$ cat config.mk
export PLATFORM = sky130hd
export DESIGN_NAME = pwm_capture
export DESIGN_NICKNAME = d
export VERILOG_FILES = /design/src/rtl/pwm_capture.sv
export SDC_FILE = /design/constraint.sdc
export NUM_CORES = 1
export LEC_CHECK = 0
export ABC_AREA = 0
export BUFFER_PORTS_ARGS = -buffer_cell sky130_fd_sc_hd__buf_2
export CORE_UTILIZATION = 55
export DETAILED_ROUTE_END_ITERATION = 7
export GPL_TIMING_DRIVEN = 0
export HOLD_SLACK_MARGIN = 0.08
export PLACE_DENSITY = 0.76
export SLEW_MARGIN = 25
export SYNTH_ARGS = -nofsm -noshare
export SYNTH_HDL_FRONTEND = slang
export SYNTH_SLANG_ARGS = --single-unit
$ cat constraint.sdc
create_clock -name clk -period 3.2 [get_ports clk]
set_input_delay 0.48 -clock clk [delete_from_list [all_inputs] [get_ports clk]]
set_output_delay 0.48 -clock clk [all_outputs]
set_load 0.03 [all_outputs]
$ cat src/rtl/pwm_capture.sv
// Input-capture peripheral: measures the period and high (or low) time of a PWM pin
// in prescaled ticks and exposes the results through an 8-bit register window with interrupts.
module pwm_capture #(
    parameter logic [7:0] ADDR_BASE = 8'h80
) (
    input  logic       clk,
    input  logic       rst,
    input  logic [7:0] addr,
    input  logic       read,
    input  logic       write,
    input  logic [7:0] wdata,
    output logic [7:0] rdata,
    input  logic       pin_in,
    input  logic       status_reg_interrupt_enable,
    input  logic       interrupt_executed,
    output logic       interrupt_request
);
    typedef enum logic [1:0] {IDLE, HIGH, LOW} state_t;

    localparam logic [7:0] OFF_CTRL   = 8'd0;
    localparam logic [7:0] OFF_STATUS = 8'd1;
    localparam logic [7:0] OFF_MASK   = 8'd2;
    localparam logic [7:0] OFF_PER_L  = 8'd3;
    localparam logic [7:0] OFF_PER_H  = 8'd4;
    localparam logic [7:0] OFF_HIGH_L = 8'd5;
    localparam logic [7:0] OFF_HIGH_H = 8'd6;

    state_t      state_q, state_d;
    logic [4:0]  ctrl_q, ctrl_d;
    logic [2:0]  mask_q, mask_d;
    logic [2:0]  flags_q, flags_d;
    logic [15:0] per_q, per_d;
    logic [15:0] highcap_q, highcap_d;
    logic [15:0] hcap_q, hcap_d;
    logic [15:0] cnt_q, cnt_d;
    logic [23:0] shadow_q, shadow_d;
    logic [9:0]  div_q, div_d;
    logic        s1_q, s1_d, s2_q, s2_d;
    logic        irq_q, irq_d;

    logic [7:0]  offset;
    logic        sel, en, inv, tick, p, q, rise, fall;
    logic        cap_set, ov_set, miss_set, intr_exec;
    logic [2:0]  flag_clr;
    logic [15:0] cnt_inc;
    logic        unused_wdata;

    assign offset       = addr - ADDR_BASE;
    assign sel          = (offset < 8'd7);
    assign en           = ctrl_q[0];
    assign inv          = ctrl_q[1];
    assign p            = s1_q ^ inv;
    assign q            = s2_q ^ inv;
    assign rise         = p & ~q;
    assign fall         = ~p & q;
    assign intr_exec    = irq_q & interrupt_executed;
    assign unused_wdata = ^wdata[7:5];
    // Saturating cnt+tick doubles as the captured value so a coincident tick is counted.
    assign cnt_inc      = (cnt_q == 16'hFFFF) ? 16'hFFFF : cnt_q + {15'd0, tick};
    assign interrupt_request = irq_q;

    always_comb begin
        case (ctrl_q[4:2])
            3'd1:    tick = 1'b1;
            3'd2:    tick = (div_q[2:0] == 3'd0);
            3'd3:    tick = (div_q[5:0] == 6'd0);
            3'd4:    tick = (div_q[7:0] == 8'd0);
            3'd5:    tick = (div_q[9:0] == 10'd0);
            default: tick = 1'b0;
        endcase
    end

    always_comb begin
        state_d   = state_q;
        ctrl_d    = ctrl_q;
        mask_d    = mask_q;
        per_d     = per_q;
        highcap_d = highcap_q;
        hcap_d    = hcap_q;
        cnt_d     = cnt_q;
        shadow_d  = shadow_q;
        div_d     = div_q + 10'd1;
        s1_d      = pin_in;
        s2_d      = s1_q;
        cap_set   = 1'b0;

        if (!en) begin
            state_d = IDLE;
            cnt_d   = 16'd0;
        end else begin
            case (state_q)
                IDLE: if (rise) begin
                    cnt_d   = 16'd0;
                    state_d = HIGH;
                end
                HIGH: begin
                    cnt_d = cnt_inc;
                    if (fall) begin
                        hcap_d  = cnt_inc;
                        state_d = LOW;
                    end
                end
                LOW: begin
                    cnt_d = cnt_inc;
                    if (rise) begin
                        per_d     = cnt_inc;
                        highcap_d = hcap_q;
                        cap_set   = 1'b1;
                        cnt_d     = 16'd0;
                        state_d   = HIGH;
                    end
                end
                default: state_d = IDLE;
            endcase
        end

        ov_set   = (cnt_q != 16'hFFFF) && (cnt_d == 16'hFFFF);
        miss_set = cap_set & flags_q[0];
        flag_clr = {3{intr_exec}};
        if (write && sel && offset == OFF_STATUS) flag_clr = flag_clr | wdata[2:0];
        // Hardware sets are OR-ed last so they win over any clear in the same cycle.
        flags_d  = (flags_q & ~flag_clr) | {miss_set, ov_set, cap_set};
        irq_d    = (|(flags_q & mask_q)) & status_reg_interrupt_enable & ~intr_exec;

        if (write && sel && offset == OFF_CTRL) ctrl_d = wdata[4:0];
        if (write && sel && offset == OFF_MASK) mask_d = wdata[2:0];
        if (read && sel && offset == OFF_PER_L) shadow_d = {per_q[15:8], highcap_q};
    end

    always_comb begin
        rdata = 8'h00;
        if (read && sel) begin
            case (offset)
                OFF_CTRL:   rdata = {3'b000, ctrl_q};
                OFF_STATUS: rdata = {5'b00000, flags_q};
                OFF_MASK:   rdata = {5'b00000, mask_q};
                OFF_PER_L:  rdata = per_q[7:0];
                OFF_PER_H:  rdata = shadow_q[23:16];
                OFF_HIGH_L: rdata = shadow_q[7:0];
                OFF_HIGH_H: rdata = shadow_q[15:8];
                default:    rdata = 8'h00;
            endcase
        end
    end

    always_ff @(posedge clk or posedge rst) begin
        if (rst) begin
            state_q   <= IDLE;
            ctrl_q    <= '0;
            mask_q    <= '0;
            flags_q   <= '0;
            per_q     <= '0;
            highcap_q <= '0;
            hcap_q    <= '0;
            cnt_q     <= '0;
            shadow_q  <= '0;
            div_q     <= '0;
            s1_q      <= 1'b0;
            s2_q      <= 1'b0;
            irq_q     <= 1'b0;
        end else begin
            state_q   <= state_d;
            ctrl_q    <= ctrl_d;
            mask_q    <= mask_d;
            flags_q   <= flags_d;
            per_q     <= per_d;
            highcap_q <= highcap_d;
            hcap_q    <= hcap_d;
            cnt_q     <= cnt_d;
            shadow_q  <= shadow_d;
            div_q     <= div_d;
            s1_q      <= s1_d;
            s2_q      <= s2_d;
            irq_q     <= irq_d;
        end
    end
endmodule
# --- Word-level counts from Yosys, hierarchy flattened ---
# Cells that the tools add are included.
word_totals:
  reg_bits: 114
  wordCells: 85
  inputBits: 23
op_classes:
  eq_ne: 18
  n_addsub: 3
  magnitude_cmp: 1
  bitwise: 16
  muxes: 16
  reduce_logical: 18
op_table:
  columns: ["op", "count"]
  rows:
  - ["16-bit two-way mux", 4]
  - ["8-bit one-hot mux with 7 select lines", 1]
  - ["16-bit one-hot mux with 3 select lines", 1]
  - ["16-bit equality test, second input constant", 2]
  - ["8-bit by 3-bit equality test with 1-bit output, second input constant", 3]
  - ["16-bit by 1-bit adder with 16-bit output", 1]
  - ["8-bit by 2-bit equality test with 1-bit output, second input constant", 2]
  - ["8-bit logical NOT", 2]
  - ["16-bit inequality test, second input constant", 1]
  - ["10-bit by 1-bit adder with 10-bit output, second input constant", 1]
  - ["10-bit logical NOT", 1]
  - ["8-bit by 1-bit equality test with 1-bit output, second input constant", 1]
  - ["8-bit by 3-bit less-than comparator with 1-bit output, second input constant", 1]
  - ["8-bit two-way mux", 1]
  - ["8-bit subtractor, second input constant", 1]
  - ["1-bit logical AND", 7]
  - ["1-bit bitwise AND", 6]
  - ["3-bit bitwise AND", 2]
  - ["3-bit by 2-bit equality test with 1-bit output, second input constant", 2]
  - ["3-bit equality test, second input constant", 2]
  - ["6-bit logical NOT", 1]
  - ["2-bit two-way mux", 3]
  - ["3-bit bitwise OR", 2]
  - ["3-bit AND reduction", 2]
  - ["17 further kinds", 22]

# --- Longest topological paths before layout ---
# Gate-level depths: netlist (run 1).
logic_depth:
  ltp_word: 10
  depth_mapped: 16

# --- Worst setup path before layout (run 1) ---
# No wires, ideal clock.
synth_path:
  path_type: "reg-to-reg"
  from: "reg div_q[0]"
  to: "reg flags_q[1]"
  path_stages_with_launch: 17
  setup_slack_ns: 0.140
  arrival_time_ns: 2.968
  n_path_buf: 1
  period_less_slack_ns: 3.060
  path_cell_list: "dfrtp_1 -> inv_1 -> ha_1 -> nand2b_1 -> nor4_1 -> o21ai_0 -> o31a_1 -> o21ai_0 -> ha_1 -> buf_2 -> nand4_1 -> nor4_1 -> a22oi_1 -> a2bb2oi_1 -> a21oi_1 -> o2111ai_1 -> o31ai_2"
synth_between:
  elab_chain_cells: 10
synth_lines:
  columns: ["item", "line", "rtl"]
  rows:
  - ["start, declared", "37", "logic [9:0] div_q, div_d;"]
  - ["start signal, assigned", "171", "div_q <= div_d;"]
  - ["10-bit logical NOT, or another cell as far along", "68", "3'd5: tick = (div_q[9:0] == 10'd0);"]
  - ["1-bit one-hot mux with 5 select lines (*)", "63", "case (ctrl_q[4:2])"]
  - ["16-bit by 1-bit adder with 16-bit output (*)", "59", "assign cnt_inc = (cnt_q == 16'hFFFF) ? 16'hFFFF : cnt_q + {15'd0, tick};"]
  - ["16-bit two-way mux (*)", "59", null]
  - ["16-bit two-way mux", "105", "if (rise) begin"]
  - ["16-bit one-hot mux with 3 select lines (*)", "91", "case (state_q)"]
  - ["16-bit two-way mux (*)", "87", "if (!en) begin"]
  - ["16-bit equality test (*)", "117", "ov_set = (cnt_q != 16'hFFFF) && (cnt_d == 16'hFFFF);"]
  - ["1-bit logical AND (*)", "117", null]
  - ["3-bit bitwise OR (*)", "122", "flags_d = (flags_q & ~flag_clr) | {miss_set, ov_set, cap_set};"]
  - ["named net flags_d[1]", "31", "logic [2:0] flags_q, flags_d;"]
  - ["end signal, assigned", "165", "flags_q <= flags_d;"]
  - ["end, declared", "31", null]
# The timed path passes the listed nets; every way through them passes the cells marked *.
# A chain may end at the register's enable or synchronous reset.

# --- Worst setup path after layout (run 1) ---
layout_path:
  from: "reg div_q[1]"
  to: "reg flags_q[1]"
# The elaborated chain is that of the path after synthesis.

==> impl_metrics.json, run 1 <==
{
  "rsz0062_at_grt": "yes",
  "p_total_w": 0.00352,
  "diodes": 0,
  "postPlaceCellArea_sq_mm": 0.00609,
  "chipHeight_um": 104,
  "tritoncts": "done",
  "maxCapViolCount": 0,
  "detailroute.wirelength.met3_um": 961,
  "floorplan.rows": 36,
  "gp_congestion": 0.889,
  "i_o_pin_total": 32,
  "ant_nets": 0,
  "hold_depth": 3,
  "setup_ws_ns": -0.142,
  "gr-total-overflow": 0,
  "utilization": 0.696,
  "drv_slew": 0,
  "mostFrequentLayoutCells": "sky130_fd_sc_hd__dfrtp_1 (114), sky130_fd_sc_hd__nor2_1 (53), sky130_fd_sc_hd__mux2_2 (51)",
  "wl_per_cell_um": 20.8,
  "layout_commonest_cell": "sky130_fd_sc_hd__dfrtp_1",
  "synth_warnings": 0,
  "vias": 4732,
  "initial_utilization": 0.575,
  "top_metal_layer_carrying_routed_signals": "met4",
  "power.ir.vdd_worst_v": 0.000329,
  "run_status": "finished with violations",
  "ys_seq_area_frac": 0.501,
  "number_of_antenna_violations_at_the_first_check_in_global_routing": 0,
  "grt_start_max_net_pins": 34,
  "avgSynthCellArea_sq_um": 10.2,
  "synth_flop_cell": "sky130_fd_sc_hd__dfrtp_1",
  "hold_path_class": "primary input to flip-flop",
  "sink_of_the_worst_hold_path": "interrupt_request",
  "dr.pass1.iters": 5,
  "remaining_drc_errors": 0,
  "clk_latency_ns": 0.53,
  "clkSinkCount": 114,
  "cts_inserted_buffers": 17,
  "synth_edf_count": 0,
  "synthToLayoutAreaGrowth_pct": 21.1,
  "critPathLaunchType": "flip-flop",
  "grt_pass1_wl_um": 25400,
  "gr-usage-all-layers": 0.309,
  "worstPathCellList": "inv_2 > ha_1 > nand2b_1 > nor4_4 > o21ai_1 > o31a_1 > o21ai_4 > ha_2 > nand4_1 > nor4_1 > xor2_1 > nor2_2 > o21ai_2 > nand4_1 > o31ai_2",
  "critical-path-top-delay-family": "simple AND/OR/NAND/NOR gates",
  "clk_pin_slew_ns": 0.06,
  "wl_met2_um": 7780,
  "hp-start": "status_reg_interrupt_enable",
  "synthesized_flop_and_latch_total": 114,
  "critPathMostFrequentCell": "sky130_fd_sc_hd__nand4_1",
  "period_share": 1.04,
  "m1WireLength_um": 6580,
  "p_leak_nw": 3.09,
  "setup-violations-final": 1,
  "worst_max_slew_margin_expressed_relative_to_the_limit": 0.464,
  "power_density_mw_per_mm2": 510,
  "critPathBufInv": 1,
  "worst-endpoint-required_ns": 3.64,
  "syn-cell-area_sq_mm": 0.00569,
  "synth.net_count": 585,
  "critical_path_max_stage_delay_ns": 0.42,
  "critical_path_class": "flip-flop to flip-flop",
  "clk_path_buf_depth": 2,
  "reg2reg_depth": 15,
  "detailedPlacementHpwl_um": 10700,
  "finalHoldViolations": 0,
  "finalHoldWorstSlack_ns": 0.159,
  "clock_skew_ns": 0.00766,
  "post-route-min-period_ns": 3.34,
  "layout-drive-gt1-share": 0.265,
  "nets": 645,
  "critical_path.slowest_cell": "sky130_fd_sc_hd__dfrtp_1",
  "post_synth_inst_count": 558,
  "max_freq_mhz": 299,
  "overall_die_width_um": 104,
  "netlist-cell-type-count": 58,
  "worst-r2r-setup-slack_ns": -0.14,
  "root_buffer": "sky130_fd_sc_hd__clkbuf_8",
  "stdcell_area_sq_mm": 0.00689,
  "core-area_sq_mm": 0.00991,
  "drt_iter0_drc": 323,
  "failed_checks": "setup timing",
  "grt_pass1_vias": 4728,
  "drt-total-wl_um": 15900,
  "die_area_sq_mm": 0.0108,
  "reg2reg_from": "div_q[1]",
  "worst_setup_path_end_kind": "flip-flop",
  "critical_path_arrival_ns": 3.78,
  "n_fill_cell": 708,
  "detail_route.vias_per_cell": 6.19,
  "h-tree-depth": 4,
  "port-buffer-count": 27,
  "critPathMaxFanout": 4,
  "reg_to_reg_critical_path_endpoint": "flags_q[1]",
  "async_reset_ff_frac": 1.00,
  "worstMarginPinSlew_ns": 0.793
}
[cell usage after synthesis (all sizes together), types with 3 or more instances]
| master | n | share of area |
|---|---|---|
| nor2b | 5 | 0.0055 |
| inv | 15 | 0.0099 |
| mux2 | 51 | 0.10 |
| nand2b | 3 | 0.0033 |
| nor2 | 56 | 0.037 |
| nor3 | 15 | 0.015 |
| nand3 | 22 | 0.020 |
| a21oi | 42 | 0.037 |
| buf | 16 | 0.019 |
| mux2i | 15 | 0.026 |
| xnor2 | 8 | 0.012 |
| nor4 | 8 | 0.011 |
| xor2 | 6 | 0.0092 |
| ha | 4 | 0.0088 |
| and2 | 11 | 0.012 |
| nand4 | 10 | 0.011 |
| dfrtp | 114 | 0.50 |
| o2111ai | 4 | 0.0062 |
| o21ai | 35 | 0.031 |
| a22oi | 9 | 0.012 |
| a31oi | 6 | 0.0066 |
| a21boi | 6 | 0.0079 |
| and3 | 7 | 0.0079 |
| nand2 | 40 | 0.026 |
| clkbuf | 16 | 0.011 |
[per-stage QoR]
step | TNS [ns] | cells | setup slack, ns
floorplan | 0 | 558 | 0.140
global placement | -5.74 | 718 | -0.789
detailed placement | -6.54 | 722 | -0.776
CTS | 0 | 759 | 0.0288
global route | -0.806 | 764 | -0.294
finish | -0.142 | 764 | -0.142
[worst max-delay path by stage]
| stage | slack (ns) | to | from | cells after the start |
|---|---|---|---|---|
| 3_5_place_dp | -0.78 | flags_q[1] | div_q[0] | 15 |
| 2_1_floorplan | 0.14 | flags_q[1] | div_q[0] | 16 |
| 4_1_cts | 0.03 | flags_q[1] | div_q[0] | 17 |
| 5_1_grt | -0.29 | flags_q[1] | div_q[1] | 17 |
| 6_report | -0.14 | flags_q[1] | div_q[1] | 15 |
| 3_3_place_gp | -0.79 | flags_q[1] | div_q[0] | 15 |
[power by group]
part / internal [W] / leakage [nW] / switching (W) / total (W)
sequential: 0.00145 / 1.57 / 0.00000942 / 0.00146
combinational: 0.0000508 / 1.23 / 0.0000852 / 0.000136
clock: 0.00123 / 0.283 / 0.000691 / 0.00192
[logic make-up (layout without fill, tap and decap cells)]
kind of cell             after synthesis  count (layout)  share of synthesized area
adder cells (fa/ha/maj)                4               4                    0.00879
multiplexers                          66              66                      0.127
XOR/XNOR                              14              14                     0.0215
flip-flops                           114             114                      0.501
AND/OR/NAND/NOR                      191             191                      0.172
AO/OA/AOI/OAI                        122             122                      0.130
buffers and inverters                 47             120                     0.0396
[final cells by class]
type	instances	area [sq um]	share of cell area
multi-input combinational	397	2720	0.395
inverter	15	60.1	0.00871
sequential	114	2850	0.414
clock buffer	20	445	0.0646
buffer	32	175	0.0254
tap	133	166	0.0241
timing repair buffer	41	314	0.0456
clock inverter	12	156	0.0227
[worst reg2reg max path: stages, from the launching register on]
cell and delay, ns:
sky130_fd_sc_hd__dfrtp_1 0.42, sky130_fd_sc_hd__inv_2 0.08, sky130_fd_sc_hd__ha_1 0.13, sky130_fd_sc_hd__nand2b_1 0.13, sky130_fd_sc_hd__nor4_4 0.27, sky130_fd_sc_hd__o21ai_1 0.10
sky130_fd_sc_hd__o31a_1 0.14, sky130_fd_sc_hd__o21ai_4 0.22, sky130_fd_sc_hd__ha_2 0.25, sky130_fd_sc_hd__nand4_1 0.16, sky130_fd_sc_hd__nor4_1 0.35, sky130_fd_sc_hd__xor2_1 0.23
sky130_fd_sc_hd__nor2_2 0.10, sky130_fd_sc_hd__o21ai_2 0.25, sky130_fd_sc_hd__nand4_1 0.18, sky130_fd_sc_hd__o31ai_2 0.25
[registers in the layout, summed over array words and instances (netlist names)]
register	flops
div_q	10
mask_q	3
s1_q	1
per_q	16
s2_q	1
interrupt_request	1
state_q	2
flags_q	3
shadow_q	24
ctrl_q	5
cnt_q	16
hcap_q	16
highcap_q	16
[per-layer routing]
metal,up-vias,track usage
li1,2133,-
met1,2325,0.388
met2,217,0.512
met3,57,0.0667
met4,0,0.143
met5,-,0
[what timing repair did]
| item | CTS | global route |
|---|---|---|
| gates resized for setup | 15 | 19 |
| endpoints found under the setup margin | 31 | 22 |
| hold buffers | 2 | 0 |
| buffers inserted | 3 | 5 |
| endpoints found under the hold margin | 13 | 0 |
| pin swaps | 2 | 6 |
No activity file was read; power rests on OpenSTA's default activity.
==> run 2: changes to the inputs <==
- BUFFER_PORTS_ARGS: -buffer_cell sky130_fd_sc_hd__buf_2 -> unset
- CORE_UTILIZATION: 55 -> 57
- DONT_BUFFER_PORTS: unset -> 1
- PLACE_DENSITY: 0.76 -> 0.75
==> run 2 against run 1 <==
The run still ends with setup timing left; non-clock buffer count down 18; first-iteration DRC count up 2.5%; sequential power about the same; count of clock-buffer cells in the layout down 3; critical endpoint unchanged; largest cell class unchanged; largest power group unchanged; highest routed layer unchanged.
==> impl_metrics.json, run 2 (same netlist as run 1, synthesis figures left out) <==
{
  "synthToLayoutAreaGrowth_pct": 19.4,
  "power_density_mw_per_mm2": 511,
  "drt-total-wl_um": 14900,
  "power.switching_fraction": 0.229,
  "run_status": "finished with violations",
  "critical_path_class": "flip-flop to flip-flop",
  "worst-endpoint-required_ns": 3.63,
  "drv_slew": 0,
  "setup_ws_ns": -0.0973,
  "remaining_drc_errors": 0,
  "detail_route.vias_per_cell": 6.18,
  "overall_die_width_um": 102,
  "tritoncts": "done",
  "worst_max_slew_margin_expressed_relative_to_the_limit": 0.326,
  "drt_iter0_drc": 331,
  "critPathLaunchType": "flip-flop",
  "gp_congestion": 0.937,
  "clk_pin_slew_ns": 0.06,
  "wl_per_cell_um": 20.0,
  "worst_setup_path_end_kind": "flip-flop",
  "clk_latency_ns": 0.53,
  "reg2reg_depth": 17,
  "core-area_sq_mm": 0.00973,
  "detailedPlacementHpwl_um": 9970,
  "diodes": 0,
  "dr.pass1.iters": 5,
  "critPathBufInv": 3,
  "critical_path_arrival_ns": 3.73,
  "initial_utilization": 0.585,
  "period_share": 1.03,
  "p_leak_nw": 3.00,
  "power.ir.vdd_worst_v": 0.000340,
  "grt_start_max_net_pins": 35,
  "critical_path.slowest_cell": "sky130_fd_sc_hd__dfrtp_1",
  "critical-path-top-delay-family": "compound AO/OA/AOI/OAI gates",
  "die_area_sq_mm": 0.0104,
  "i_o_pin_total": 32,
  "hold_depth": 1,
  "gr-total-overflow": 0,
  "chipHeight_um": 102,
  "nets": 627,
  "port-buffer-count": 0,
  "seqPwrFrac": 0.421,
  "hold_path_class": "primary input to flip-flop",
  "layout_commonest_cell": "sky130_fd_sc_hd__dfrtp_1",
  "cts_inserted_buffers": 17,
  "vias": 4607,
  "critical_path_max_stage_delay_ns": 0.41,
  "ant_nets": 0,
  "worstMarginPinSlew_ns": 1.01,
  "p_total_w": 0.00348,
  "most_flop_heavy_register": "shadow_q",
  "grt_pass1_wl_um": 23400,
  "h-tree-depth": 4,
  "clkSinkCount": 114,
  "failed_checks": "setup timing",
  "floorplan.rows": 36,
  "finalHoldViolations": 0,
  "clock_skew_ns": 0.0125,
  "grt_pass1_vias": 4503,
  "mostFrequentLayoutCells": "sky130_fd_sc_hd__dfrtp_1 (114), sky130_fd_sc_hd__nor2_1 (55), sky130_fd_sc_hd__mux2_2 (51)",
  "critPathMostFrequentCell": "sky130_fd_sc_hd__buf_6",
  "power.combinational.fraction": 0.033,
  "worstPathCellList": "inv_2 > ha_4 > nand2b_4 > nor4_4 > o21ai_1 > o31a_1 > o21ai_2 > ha_2 > buf_6 > nand4_1 > buf_6 > nor3_4 > a31o_2 > o211ai_1 > o22ai_2 > o2111ai_2 > o31ai_2",
  "critPathMaxFanout": 6,
  "layout-drive-gt1-share": 0.238,
  "maxCapViolCount": 0,
  "post-route-min-period_ns": 3.30,
  "layout.cells.non_filler": 746,
  "setup-violations-final": 1,
  "switching_power_w": 0.000795,
  "largest_reg_flops": 24,
  "max_freq_mhz": 303,
  "root_buffer": "sky130_fd_sc_hd__clkbuf_8",
  "gr-usage-all-layers": 0.304,
  "number_of_antenna_violations_at_the_first_check_in_global_routing": 0,
  "clk_path_buf_depth": 2,
  "cp_num_cells": 17,
  "power.internal_w": 0.00268,
  "rsz0062_at_grt": "yes",
  "clkPwrFrac": 0.546,
  "place.detailed.instances": 694
}
[run 2: path summary, 6_finish.rpt]
| check | slack, ns | startpoint | end |
|---|---|---|---|
| max | -0.1 | div_q[0] | flags_q[1] |
| min | 0.11 | wdata[1] | ctrl_q[1] |
| max reg2reg | -0.1 | div_q[0] | flags_q[1] |
| min reg2reg | 0.38 | s1_q | s2_q |
| max in group asynchronous | 1.92 | rst | per_q[5] |
| min in group asynchronous | 0.50 | rst | div_q[5] |
[run 2: power by group through the flow]
| stage | combinational [W] | clock [W] | sequential (W) |
|---|---|---|---|
| after floorplan | 0.0000759 | 0 | 0.00148 |
| after global placement | 0.0000988 | 0 | 0.00149 |
| after detailed placement | 0.000110 | 0 | 0.00149 |
| after CTS | 0.000115 | 0.00191 | 0.00146 |
| after global routing | 0.000127 | 0.00198 | 0.00146 |
| final | 0.000115 | 0.00190 | 0.00146 |
[run 2: layer usage]
layer  track usage  part of all wire
met1         0.403              0.43
met2         0.488              0.48
met3        0.0568             0.055
met4         0.143             0.032
met5             0                 0
[run 2: metrics by stage]
stage	setup TNS (ns)	worst slack [ns]	util	hold slack, ns	cell area, sq um
final	-0.0973	-0.0973	0.699	0.110	6800
after global placement	-5.34	-0.673	0.603	0.366	5860
after CTS	-0.125	-0.125	0.681	0.102	6630
after detailed placement	-7.14	-0.729	0.609	0.365	5920
after global routing	-0.510	-0.265	0.699	0.0969	6800
after floorplan	0	0.140	-	0.352	5700
[run 2: final cells by class]
type	count	area (sq um)
buffer	32	175
clock buffer	17	414
clock inverter	15	184
fill	718	2930
inverter	15	60.1
multi-input combinational	397	2730
sequential	114	2850
tap	133	166
timing repair buffer	23	221
[run 2: what timing repair did]
action	in CTS	in global routing
pin swaps	2	12
endpoints found under the setup margin	31	16
endpoints found under the hold margin	23	0
hold buffers	3	0
resized for setup	9	23
setup buffers	6	11
cloned	0	0
==> run 3: changes to the inputs <==
- ABC_AREA: 0 -> 1
==> run 3 against run 2 <==
The run now ends clean; utilization fell by 0.94 points; via count rose by 4.2%; sequential power is essentially flat; final area shrank 4.5%; critical path depth up 4; cell count grew 16%; global-route usage down 0.61 points; count of clock-buffer cells in the layout rose by 7; synthesized area shrank 1.3%; first-iteration DRC count grew 6.3%; hold slack lost 0.017 ns; critical path type unchanged; largest power group unchanged.
==> impl_metrics.json, run 3 <==
{
  "largest_reg_flops": 24,
  "setup-violations-final": 0,
  "critPathMaxFanout": 7,
  "max_freq_mhz": 338,
  "worst_setup_path_end_kind": "flip-flop",
  "post-route-min-period_ns": 2.96,
  "overall_die_width_um": 101,
  "avgSynthCellArea_sq_um": 8.02,
  "ys_seq_area_frac": 0.508,
  "period_share": 0.924,
  "power_density_mw_per_mm2": 541,
  "synth_flop_cell": "sky130_fd_sc_hd__dfrtp_1",
  "synth_warnings": 0,
  "chipHeight_um": 101,
  "critical_path_class": "flip-flop to flip-flop",
  "worstMarginPinSlew_ns": 0.800,
  "gp_congestion": 0.906,
  "vias": 4802,
  "i_o_pin_total": 32,
  "synth.mux.area_fraction": 0.00401,
  "root_buffer": "sky130_fd_sc_hd__clkbuf_8",
  "async_reset_ff_frac": 1.00,
  "wl_met2_um": 6500,
  "synth.top_cells.by_area": "sky130_fd_sc_hd__dfrtp_1 (51%), sky130_fd_sc_hd__nand2_1 (15%), sky130_fd_sc_hd__inv_1 (5.3%)",
  "m1WireLength_um": 6140,
  "stdcell_area_sq_mm": 0.00649,
  "synth_simple_gate_area_frac": 0.276,
  "core-area_sq_mm": 0.00942,
  "mostFrequentLayoutCells": "sky130_fd_sc_hd__nand2_1 (229), sky130_fd_sc_hd__dfrtp_1 (114), sky130_fd_sc_hd__inv_1 (79)",
  "synth.net_count": 728,
  "post_synth_inst_count": 701,
  "synth_edf_count": 0,
  "run_status": "finished, final reports clean",
  "critical_path_arrival_ns": 3.41,
  "synthToLayoutAreaGrowth_pct": 15.5,
  "most_flop_heavy_register": "shadow_q",
  "post_synth_fa_ha_maj_area_fraction": 0.00890,
  "remaining_drc_errors": 0,
  "ant_nets": 0,
  "top_metal_layer_carrying_routed_signals": "met4",
  "detail_route.vias_per_cell": 5.54,
  "dr.pass1.iters": 6,
  "cts_inserted_buffers": 17,
  "port-buffer-count": 0,
  "synth.largest_area_cell": "sky130_fd_sc_hd__dfrtp_1",
  "drv_slew": 0,
  "utilization": 0.689,
  "worst-endpoint-required_ns": 3.66,
  "reg2reg_from": "div_q[0]",
  "critical_path.slowest_cell": "sky130_fd_sc_hd__dfrtp_1",
  "clock_skew_ns": 0.00632,
  "nets": 752,
  "synth_xor_xnor_area_share": 0.0185,
  "drt-total-wl_um": 14100,
  "grt_start_max_net_pins": 34,
  "netlist-cell-type-count": 42,
  "layout_commonest_cell": "sky130_fd_sc_hd__nand2_1",
  "setup_ws_ns": 0.245,
  "worstPathCellList": "inv_1 > ha_1 > nand2_1 > nand2_1 > o21ai_0 > a211oi_2 > ha_1 > nand2_1 > nor2_2 > nand2_2 > nand2_1 > nand2_1 > nand2_1 > nand2_1 > nand2_1 > nand2_1 > nor2_1 > nand2_1 > nor2_1 > nand3_1 > nand2_1",
  "clkSinkCount": 114,
  "critical_path_max_stage_delay_ns": 0.38,
  "worst_setup_path_startpoint": "div_q[0]",
  "power.ir.vdd_worst_v": 0.000320,
  "diodes": 0,
  "h-tree-depth": 4,
  "initial_utilization": 0.597,
  "clk_latency_ns": 0.52,
  "grt_pass1_wl_um": 22800,
  "finalHoldViolations": 0,
  "detailedPlacementHpwl_um": 10100,
  "postPlaceCellArea_sq_mm": 0.00585,
  "clk_path_buf_depth": 2,
  "worst_max_slew_margin_expressed_relative_to_the_limit": 0.460,
  "clk_pin_slew_ns": 0.06,
  "area.sequential_sq_mm": 0.00285,
  "synthDominantCellAreaShare": 0.508,
  "n_fill_cell": 766,
  "maxCapViolCount": 0,
  "gr-usage-all-layers": 0.298,
  "synth_compound_area_frac": 0.107,
  "dpl_worst_slack_ns": 0.119,
  "synthesized_flop_and_latch_total": 114,
  "synth_most_common_cell": "sky130_fd_sc_hd__nand2_1",
  "layout-drive-gt1-share": 0.115,
  "number_of_antenna_violations_at_the_first_check_in_global_routing": 0,
  "multi_input_area_sq_mm": 0.00233,
  "hold_path_class": "primary input to flip-flop",
  "drt_iter0_drc": 352,
  "syn-cell-area_sq_mm": 0.00562,
  "tritoncts": "done",
  "gr-total-overflow": 0,
  "detailroute.wirelength.met3_um": 956,
  "die_area_sq_mm": 0.0103,
  "floorplan.rows": 35,
  "p_leak_nw": 3.11,
  "critPathLaunchType": "flip-flop",
  "main_combinational_cell_family_by_area_after_synthesis": "simple AND/OR/NAND/NOR gates",
  "yosys-top-cells-count": "sky130_fd_sc_hd__nand2_1 (229), sky130_fd_sc_hd__dfrtp_1 (114), sky130_fd_sc_hd__inv_1 (80), sky130_fd_sc_hd__o21ai_0 (56), sky130_fd_sc_hd__nor2_1 (44)",
  "rsz0062_at_grt": "no",
  "critPathMostFrequentCell": "sky130_fd_sc_hd__nand2_1",
  "grt_pass1_vias": 4597,
  "wl_per_cell_um": 16.2,
  "hp-start": "wdata[1]",
  "totalNegativeSetupSlack_ns": 0
}
==> run 3: cell count changes in the layout (fill, tap and decap cells not counted), moves of 12 or more <==
| cell | before | now |
|---|---|---|
| sky130_fd_sc_hd__mux2i_1 | 15 | 0 |
| sky130_fd_sc_hd__o21ai_0 | 26 | 56 |
| sky130_fd_sc_hd__nand3_1 | 21 | 33 |
| sky130_fd_sc_hd__a21oi_1 | 42 | 23 |
| sky130_fd_sc_hd__inv_1 | 12 | 79 |
| sky130_fd_sc_hd__buf_4 | 16 | 3 |
| sky130_fd_sc_hd__mux2_2 | 51 | 1 |
| sky130_fd_sc_hd__nand2_1 | 40 | 229 |
==> run 3: worst paths after layout <==
path                               end  slack, ns  cells after the start
hold / removal               mask_q[1]       0.09                      2
min in group asynchronous  shadow_q[3]       0.45                      2
hold reg to reg                   s2_q       0.41                      0
setup / recovery            flags_q[1]       0.24                     21
max in group asynchronous    cnt_q[13]       2.00                      4
setup reg to reg            flags_q[1]       0.24                     21
==> run 3: area by class of cell <==
cell class                 count  share of cell area
buffer                        18              0.0158
inverter                      90              0.0526
clock inverter                 8              0.0231
multi-input combinational    479               0.359
clock buffer                  24              0.0725
sequential                   114               0.439
timing repair buffer           5              0.0123
tap                          129              0.0249
==> run 3: timing repair <==
item,CTS,global route
hold buffers,2,0
hold endpoints to repair,18,0
endpoints found under the setup margin,0,1
gates resized for setup,0,1
setup buffers,0,0
==> run 3: worst max-delay path, delay by kind of cell (launching register included) <==
family	cells	cell delay, ns
flip-flops	1	0.38
AO/OA/AOI/OAI	2	0.44
buffers and inverters	1	0.10
AND/OR/NAND/NOR	16	1.55
adder cells (fa/ha/maj)	2	0.43
==> run 3: cells by family after synthesis <==
kind of cell	Yosys count
and+or+nand+nor	354
buffers and inverters	108
DFF	114
xor gates and xnor gates	11
adders and majority gates	4
AOI/OAI and AO/OA	108
muxes	2
==> run 3: metrics by stage <==
stage / instances / hold WS, ns / power (W)
5_1_grt: 867 / 0.0966 / 0.00361
3_5_place_dp: 833 / 0.385 / 0.00156
6_report: 867 / 0.0929 / 0.00351
2_1_floorplan: 701 / 0.374 / 0.00154
4_1_cts: 867 / 0.0903 / 0.00353
3_3_place_gp: 830 / 0.408 / 0.00155
==> run 3: layer usage <==
| metal | track usage | vias up |
|---|---|---|
| met5 | 0 | - |
| met4 | 0.154 | 0 |
| met3 | 0.0642 | 36 |
| met2 | 0.468 | 198 |
| met1 | 0.392 | 2273 |
| li1 | - | 2295 |
==> run 3: where the power goes <==
part,internal (W),switching [W],total [W]
logic,0.0000213,0.0000559,0.0000772
registers,0.00145,0.00000982,0.00146
clock network,0.00133,0.000644,0.00197
total,0.00280,0.000710,0.00351
